`config.mk`:
```
export PLATFORM = sky130hd
export DESIGN_NAME = fifo_memory
export DESIGN_NICKNAME = d
export VERILOG_FILES = /design/src/rtl/dual_port_ram_sync.sv /design/src/rtl/fifo_memory.sv
export SDC_FILE = /design/constraint.sdc
export NUM_CORES = 1
export LEC_CHECK = 0
export CORE_MARGIN = 8
export CORE_UTILIZATION = 51
export CTS_CLUSTER_SIZE = 25
export DETAILED_ROUTE_END_ITERATION = 10
export PLACE_DENSITY = 0.75
export REMOVE_ABC_BUFFERS = 1
export SLEW_MARGIN = 20
export SYNTH_ARGS = -nofsm -noshare
export SYNTH_HDL_FRONTEND = slang
export SYNTH_SLANG_ARGS = --single-unit
```
`constraint.sdc`:
```
create_clock -name Clock -period 2.2 [get_ports Clock]
set_input_delay 0.33 -clock Clock [delete_from_list [all_inputs] [get_ports Clock]]
set_output_delay 0.33 -clock Clock [all_outputs]
set_load 0.05 [all_outputs]
```
`src/rtl/dual_port_ram_sync.sv`:
```
// Simple dual-port synchronous RAM: one write port, one registered read port.
// A read and a write to the same address in one cycle return the old word.
module dual_port_ram_sync #(
  parameter int DATA_WIDTH = 6,
  parameter int ADDR_WIDTH = 3
) (
  input  logic                  i_clk,
  input  logic                  i_rst_n,
  input  logic                  i_wr_en,
  input  logic [ADDR_WIDTH-1:0] i_wr_addr,
  input  logic [DATA_WIDTH-1:0] i_wr_data,
  input  logic                  i_rd_en,
  input  logic [ADDR_WIDTH-1:0] i_rd_addr,
  output logic [DATA_WIDTH-1:0] o_rd_data
);

  localparam int DEPTH = 1 << ADDR_WIDTH;

  logic [DATA_WIDTH-1:0] r_mem [DEPTH];
  logic [DATA_WIDTH-1:0] r_rd_data;

  // Storage array; contents are deliberately not reset.
  always_ff @(posedge i_clk) begin
    if (i_wr_en) begin
      r_mem[i_wr_addr] <= i_wr_data;
    end
  end

  // Registered read port; holds its value when not enabled, clears on reset.
  always_ff @(posedge i_clk or negedge i_rst_n) begin
    if (!i_rst_n) begin
      r_rd_data <= '0;
    end else if (i_rd_en) begin
      r_rd_data <= r_mem[i_rd_addr];
    end
  end

  assign o_rd_data = r_rd_data;

endmodule

```
`src/rtl/fifo_memory.sv`:
```
// Synchronous FIFO: pointer/occupancy control around a dual-port RAM,
// with threshold flags and sticky overflow/underflow errors.
//
// Request semantics: iPush and iPop are single-cycle requests sampled on the
// rising Clock edge. A pop is accepted when the FIFO is not empty; a push is
// accepted when the FIFO is not full, or when it is full and a pop is accepted
// on the same edge. Rejected requests have no effect on data or pointers and
// set the corresponding sticky error flag. Popped data appears on oDataOut
// with oValid=1 during the cycle after the accepting edge.
module fifo_memory #(
  parameter int DATA_WIDTH      = 6,
  parameter int ADDR_WIDTH      = 3,
  parameter int ALMOST_FULL_TH  = (1 << ADDR_WIDTH) - 2,
  parameter int ALMOST_EMPTY_TH = 2
) (
  input  logic                  Clock,
  input  logic                  iReset_L,
  input  logic                  iPush,
  input  logic                  iPop,
  input  logic                  iClearErr,
  input  logic [DATA_WIDTH-1:0] iDataIn,
  output logic [DATA_WIDTH-1:0] oDataOut,
  output logic                  oValid,
  output logic                  oFull,
  output logic                  oEmpty,
  output logic                  oAlmostFull,
  output logic                  oAlmostEmpty,
  output logic                  oOverflow,
  output logic                  oUnderflow,
  output logic [ADDR_WIDTH:0]   oCount
);

  localparam int                DEPTH     = 1 << ADDR_WIDTH;
  localparam logic [ADDR_WIDTH:0] DEPTH_C = DEPTH[ADDR_WIDTH:0];
  localparam logic [ADDR_WIDTH:0] AF_TH   = ALMOST_FULL_TH[ADDR_WIDTH:0];
  localparam logic [ADDR_WIDTH:0] AE_TH   = ALMOST_EMPTY_TH[ADDR_WIDTH:0];
  localparam logic [ADDR_WIDTH:0] CNT_ONE = {{ADDR_WIDTH{1'b0}}, 1'b1};
  localparam logic [ADDR_WIDTH-1:0] PTR_ONE = {{(ADDR_WIDTH-1){1'b0}}, 1'b1};

  logic [ADDR_WIDTH-1:0] r_wr_ptr;
  logic [ADDR_WIDTH-1:0] r_rd_ptr;
  logic [ADDR_WIDTH:0]   r_count;
  logic                  r_valid;
  logic                  r_overflow;
  logic                  r_underflow;

  logic                  w_full;
  logic                  w_empty;
  logic                  w_pop_acc;
  logic                  w_push_acc;
  logic                  w_ovf_evt;
  logic                  w_ufl_evt;
  logic [DATA_WIDTH-1:0] w_rd_data;

  // Status decodes from the registered occupancy count.
  assign w_full  = (r_count == DEPTH_C);
  assign w_empty = (r_count == '0);

  // Acceptance: pops need data; pushes need room, or a same-edge pop when full.
  assign w_pop_acc  = iPop && !w_empty;
  assign w_push_acc = iPush && (!w_full || w_pop_acc);
  assign w_ovf_evt  = iPush && !w_push_acc;
  assign w_ufl_evt  = iPop && w_empty;

  dual_port_ram_sync #(
    .DATA_WIDTH (DATA_WIDTH),
    .ADDR_WIDTH (ADDR_WIDTH)
  ) u_ram (
    .i_clk     (Clock),
    .i_rst_n   (iReset_L),
    .i_wr_en   (w_push_acc),
    .i_wr_addr (r_wr_ptr),
    .i_wr_data (iDataIn),
    .i_rd_en   (w_pop_acc),
    .i_rd_addr (r_rd_ptr),
    .o_rd_data (w_rd_data)
  );

  // Pointer advance; wraps naturally at DEPTH since DEPTH is a power of two.
  always_ff @(posedge Clock or negedge iReset_L) begin
    if (!iReset_L) begin
      r_wr_ptr <= '0;
      r_rd_ptr <= '0;
    end else begin
      if (w_push_acc) r_wr_ptr <= r_wr_ptr + PTR_ONE;
      if (w_pop_acc)  r_rd_ptr <= r_rd_ptr + PTR_ONE;
    end
  end

  // Occupancy counter: moves only when exactly one side is accepted.
  always_ff @(posedge Clock or negedge iReset_L) begin
    if (!iReset_L) begin
      r_count <= '0;
    end else begin
      case ({w_push_acc, w_pop_acc})
        2'b10:   r_count <= r_count + CNT_ONE;
        2'b01:   r_count <= r_count - CNT_ONE;
        default: r_count <= r_count;
      endcase
    end
  end

  // Read-valid strobe lines up with the RAM's registered read data.
  always_ff @(posedge Clock or negedge iReset_L) begin
    if (!iReset_L) begin
      r_valid <= 1'b0;
    end else begin
      r_valid <= w_pop_acc;
    end
  end

  // Sticky error flags; a new error wins over a same-cycle clear.
  always_ff @(posedge Clock or negedge iReset_L) begin
    if (!iReset_L) begin
      r_overflow  <= 1'b0;
      r_underflow <= 1'b0;
    end else begin
      r_overflow  <= w_ovf_evt | (r_overflow  & ~iClearErr);
      r_underflow <= w_ufl_evt | (r_underflow & ~iClearErr);
    end
  end

  assign oDataOut     = w_rd_data;
  assign oValid       = r_valid;
  assign oCount       = r_count;
  assign oFull        = w_full;
  assign oEmpty       = w_empty;
  assign oAlmostFull  = (r_count >= AF_TH);
  assign oAlmostEmpty = (r_count <= AE_TH);
  assign oOverflow    = r_overflow;
  assign oUnderflow   = r_underflow;

endmodule

```
Yosys cells after proc, flatten, opt, wreduce, memory -nomap -nowiden

Memories as Yosys holds them, arrays and structs flattened. A register that Yosys moved wholly into a read port is not among the register bits.
Index checks and enable logic that the tools add are counted.

Add/subtract/negate cells: 4
Magnitude comparators: 2
Equality and inequality tests: 3
Multiplexer cells: 3
Bitwise gates (word level): 5
Reductions and logical operators: 11

Operators with widths:

| operator                                                                            | number |
|---|---|
| 4-bit case mux with 2 select lines                                                  | 1 |
| 3-bit by 1-bit adder with 3-bit output, second input constant                       | 2 |
| 4-bit by 1-bit adder with 4-bit output, second input constant                       | 1 |
| 4-bit equality test, second input constant                                          | 1 |
| 4-bit by 3-bit greater-or-equal comparator with 1-bit output, second input constant | 1 |
| 4-bit by 2-bit less-or-equal comparator with 1-bit output, second input constant    | 1 |
| 1-bit logical AND                                                                   | 4 |
| 1-bit logical NOT                                                                   | 4 |
| 4-bit logical NOT                                                                   | 1 |
| 4-bit by 1-bit subtractor with 4-bit output, second input constant                  | 1 |
| 1-bit AND                                                                           | 2 |
| 2-bit by 1-bit equality test with 1-bit output, second input constant               | 1 |
| 2-bit equality test, second input constant                                          | 1 |
| 1-bit two-way mux                                                                   | 2 |
| 1-bit bitwise OR                                                                    | 2 |
| 2-bit nonzero test                                                                  | 1 |
| 1-bit logical OR                                                                    | 1 |
| 1-bit NOT                                                                           | 1 |

Register bits after elaboration: 13
RAM bits: 48
Output and inout bits: 17
Memories kept: 1

Memory list:

| memory      | words | bits a word | read ports | clocked after Yosys merged registers in | write ports | RTL line                 | text |
|---|---|---|---|---|---|---|---|
| u_ram.r_mem | 8     | 6           | 1          | 1                                       | 1           | dual_port_ram_sync.sv:19 | `logic [DATA_WIDTH-1:0] r_mem [DEPTH];` |

Logic depth before layout (Yosys ltp)

Depth in word-level cells: 8
Gate-level depth with buffers: 9
Mapped depth without buffers: 8

Hierarchy

A second synthesis with hierarchy kept.

Cells, all modules: 187
Area, all modules: 2874.0 µm²

By module, submodules not included:

| module             | times used | cells an instance | area each (µm²) |
|---|---|---|---|
| dual_port_ram_sync | 1          | 124               | 2147.1 |
| fifo_memory        | 1          | 63                | 726.9 |

Worst setup path after synthesis

OpenSTA, ideal clock, no wires.

Kind: register to output
Start: register r_count[3], in the netlist oCount[3]
End: output oEmpty
Arrival time: 2.406 ns
Data required time: 1.870 ns
Path slack: -0.536 ns
Stages on the path, launching flop included: 3
Buffers on the path: 1
Cell sequence: dfrtp_1 > buf_2 > nor4_1

Longest elaborated chain between the ends: 1

RTL lines:

| what                   | RTL line          | text |
|---|---|---|
| from (decl)            | fifo_memory.sv:42 | `logic [ADDR_WIDTH:0] r_count;` |
| from (signal assigned) | fifo_memory.sv:96 | `2'b10: r_count <= r_count + CNT_ONE;` |
| from (signal assigned) | fifo_memory.sv:97 | `2'b01: r_count <= r_count - CNT_ONE;` |
| from (signal assigned) | fifo_memory.sv:98 | `default: r_count <= r_count;` |
| 4-bit logical NOT      | fifo_memory.sv:57 | `assign w_empty = (r_count == '0);` |
| to (decl)              | fifo_memory.sv:25 | `output logic oEmpty,` |

No other way between the ends.

Final worst setup path

Start: register r_count[1], in the netlist oCount[1]
End: register r_count[3], in the netlist oCount[3]

Longest elaborated chain between the ends: 7
Elaborated cells on any way between the ends: 13
Those cells by class: 2 x add/sub; 3 x eq/ne; 1 x mux; 7 x reduce/logical

RTL lines:

| what                                                                                  | RTL line          | text |
|---|---|---|
| 4-bit logical NOT                                                                     | fifo_memory.sv:57 |  |
| 1-bit logical NOT                                                                     | fifo_memory.sv:60 | `assign w_pop_acc = iPop && !w_empty;` |
| 1-bit logical AND                                                                     | fifo_memory.sv:60 |  |
| 1-bit logical OR                                                                      | fifo_memory.sv:61 | `assign w_push_acc = iPush && (!w_full \|\| w_pop_acc);` |
| 1-bit logical AND                                                                     | fifo_memory.sv:61 |  |
| 2-bit by 1-bit equality test with 1-bit output or 2-bit equality test (tied branches) | fifo_memory.sv:95 | `case ({w_push_acc, w_pop_acc})` |
| 4-bit case mux with 2 select lines or 2-bit nonzero test (tied branches)              | n/a               |  |

Parallel ways exist; a longest one is shown, timed or not.
A chain may end at the register's enable or synchronous reset.

==> flow_metrics.tcl <==
set metrics [dict create \
    diodes 0 \
    via_count 1649 \
    grt_use_total 0.131 \
    r2r_slack_ns 0.08 \
    path_cells "o41ai_4 -> nand2b_4 -> inv_1 -> ha_1 -> a21o_1 -> a21oi_1 -> mux2i_1 -> xor2_1" \
    status "finished clean" \
    final_common_cell "edfxtp_1" \
    path_depth 8 \
    routabilityCongestion 0.840 \
    grt_max_degree 27 \
    synth_seq_cells 67 \
    die_height_um 90.9 \
    hold_path_class "in2async" \
    dieArea_mm2 0.00826 \
    synth_ff_type "edfxtp_1" \
    ant_nets 0 \
    htree_levels 3 \
    finalHoldViolCount 0 \
    final_cell_mix "edfxtp_1, clkdlybuf4s50_1, buf_4, nand2_1, dfrtp_1" \
    crit_slowest_cell "dfrtp_2" \
    crit_buf_inv 1 \
    reg2regPathDepth 8 \
    fin_nets 255 \
    avgSynthCellArea_um2 15.1 \
    yosys_warnings 0 \
    grt_pass1_vias 1734 \
    criticalPathCategory "reg2reg" \
    cts_root_buf "clkbuf_8" \
    yosysTopAreaCell "edfxtp_1" \
    async_reset_ff_frac 0.284 \
    p_total_uw 4860 \
    worst_ep_arrival_time_ns 2.38 \
    synth-edff-count 48 \
    utilization 0.640 \
    ir_worst_vdd_v 0.00104 \
    cts_tree "done" \
    cp-startpoint "oCount[1]$_DFFE_PN0P_" \
    grt_pass1_wl_mm 8.57 \
    cts.clk_slew.worst_paths_ns 0.07 \
    rows 27 \
    clk_latency_ns 0.33 \
    synthTopCellsByArea "edfxtp_1, dfrtp_1, mux2i_1" \
    cp_max_fo 3 \
    synth_top_cell_area_share 0.504 \
    crit_family "compound AO/OA/AOI/OAI gates" \
    worst_setup_path_endpoint "oCount[3]$_DFFE_PN0P_" \
    tightest_slew_ns 0.833 \
    start_util 0.523 \
    drc_errors 0 \
    regToRegStartpoint "oCount[1]$_DFFE_PN0P_" \
    seq_area_frac_synth 0.670 \
    rsz0062_at_grt "false" \
    syn_inst 189 \
    min_period_ns 2.12 \
    drt_first_pass_iters 4 \
    slew_violations 0 \
    dieWidth_um 90.9 \
    cpPeakStageDelay_ns 0.44 \
    fillers 422 \
    post_drt_wl_per_cell_um 15.6 \
    required_ns 2.46 \
    drt_first_iter_violations 91 \
    antenna_found_initial 0 \
    syn_area_mm2 0.00286 \
    drive_gt1_frac 0.239 \
    worst_clock_skew_ns 0.00765 \
    ctsHoldBuffers 0 \
    p_leak_uw 0.00135 \
    io_pins 28 \
    grt_overflow 0 \
    area_growth_pct 22.5 \
    vias_per_cell 5.23 \
    coreArea_mm2 0.00547 \
    hpwlAfterDp_mm 3.55 \
    critical_path.startpoint_type "register" \
    cts_buffers 9 \
    cts_buffer_depth 2 \
    drt-total-wl_mm 4.91 \
    port_buffers 27 \
    powerDensity_mw_per_mm2 1390 \
    fmax_mhz 471 \
    cts.sinks 67 \
    synth_cell_types 39 \
    end_kind "register" \
    finalCritPeriodShare 0.964 \
    fin_tns_setup_ns 0 \
    max_slew_margin 0.441 \
    cap_violations 0 \
    r2r_end "oCount[3]$_DFFE_PN0P_" \
    setup_viol 0 \
]
metal layers:
metal / up-vias / GRT usage / wire length (µm) / part of all wire
met5: - / 0 / 0 / 0
met4: 0 / 0.0532 / 82 / 0.017
met3: 8 / 0.0490 / 215 / 0.044
met2: 39 / 0.195 / 2240 / 0.46
met1: 792 / 0.167 / 2370 / 0.48
li1: 810 / - / - / -
Yosys cell counts, types with 3 or more instances:
cell type	number
nor2_1	4
mux2i_1	14
nand2_1	19
nor3_1	3
o21ai_1	6
buf_2	5
mux2_2	9
mux2_1	3
inv_1	7
xnor2_1	6
edfxtp_1	48
a221o_1	6
o22ai_1	6
ha_1	4
dfrtp_1	19
worst min-delay path by stage:
stage | startpoint | endpoint | cells after the start
4_1_cts | iReset_L | r_rd_ptr[0]$_DFFE_PN0P_ | 2
3_3_place_gp | u_ram.o_rd_data[5]$_DFFE_PN0P_ | u_ram.o_rd_data[5]$_DFFE_PN0P_ | 2
2_1_floorplan | iReset_L | oCount[0]$_DFFE_PN0P_ | 0
6_report | iReset_L | r_rd_ptr[0]$_DFFE_PN0P_ | 2
3_5_place_dp | u_ram.o_rd_data[2]$_DFFE_PN0P_ | u_ram.o_rd_data[2]$_DFFE_PN0P_ | 2
5_1_grt | iReset_L | oCount[3]$_DFFE_PN0P_ | 2
final cells by class:
type / instances / area, µm² / share of cell area
sequential: 67 / 1920 / 0.548
multi-input combinational: 105 / 866 / 0.247
timing repair buffer: 48 / 432 / 0.123
clock buffer: 9 / 124 / 0.0354
tap: 72 / 90.1 / 0.0257
clock inverter: 6 / 42.5 / 0.0121
inverter: 8 / 30.0 / 0.00857
cells by family (layout without fill, tap and decap cells):
group / count (synthesis) / count (layout) / share of synthesized area
xor gates and xnor gates: 8 / 8 / 0.0245
AOI/OAI and AO/OA: 29 / 29 / 0.0862
and+or+nand+nor: 36 / 36 / 0.0634
DFF: 67 / 67 / 0.670
adders and majority gates: 5 / 5 / 0.0245
buffers and inverters: 17 / 71 / 0.0297
muxes: 27 / 27 / 0.101
flip-flops by register name, summed over array words and instances, names as in the netlist:
signal / cells
r_rd_ptr: 3
u_ram.o_rd_data: 6
r_wr_ptr: 3
u_ram.r_mem: 48
oValid: 1
oUnderflow: 1
oCount: 4
oOverflow: 1
power breakdown:
| part | switching, µW | internal (µW) | leakage [µW] |
|---|---|---|---|
| Sequential | 215 | 1660 | 0.000663 |
| Combinational | 1230 | 898 | 0.000606 |
| Clock | 459 | 403 | 0.0000815 |
stage by stage:
step                      area, µm²  setup slack (ns)  cells  hold WS [ns]
final                          3500            0.0781    315         0.333
after global routing           3500           0.00733    315         0.342
after CTS                      3480            0.0397    313         0.325
after detailed placement       3310           -0.0625    298         0.474
after global placement         3310           0.00659    298         0.467
after floorplan                2810            -0.552    180        0.0344
what timing repair did:
action                     CTS  global route
pin swaps                    0             1
hold endpoints to repair     0             0
buffers inserted             0             2
gates cloned                 0             0
gates resized for setup      1             3
setup endpoints to repair    1             1
Power figures use the tool's default switching activity.
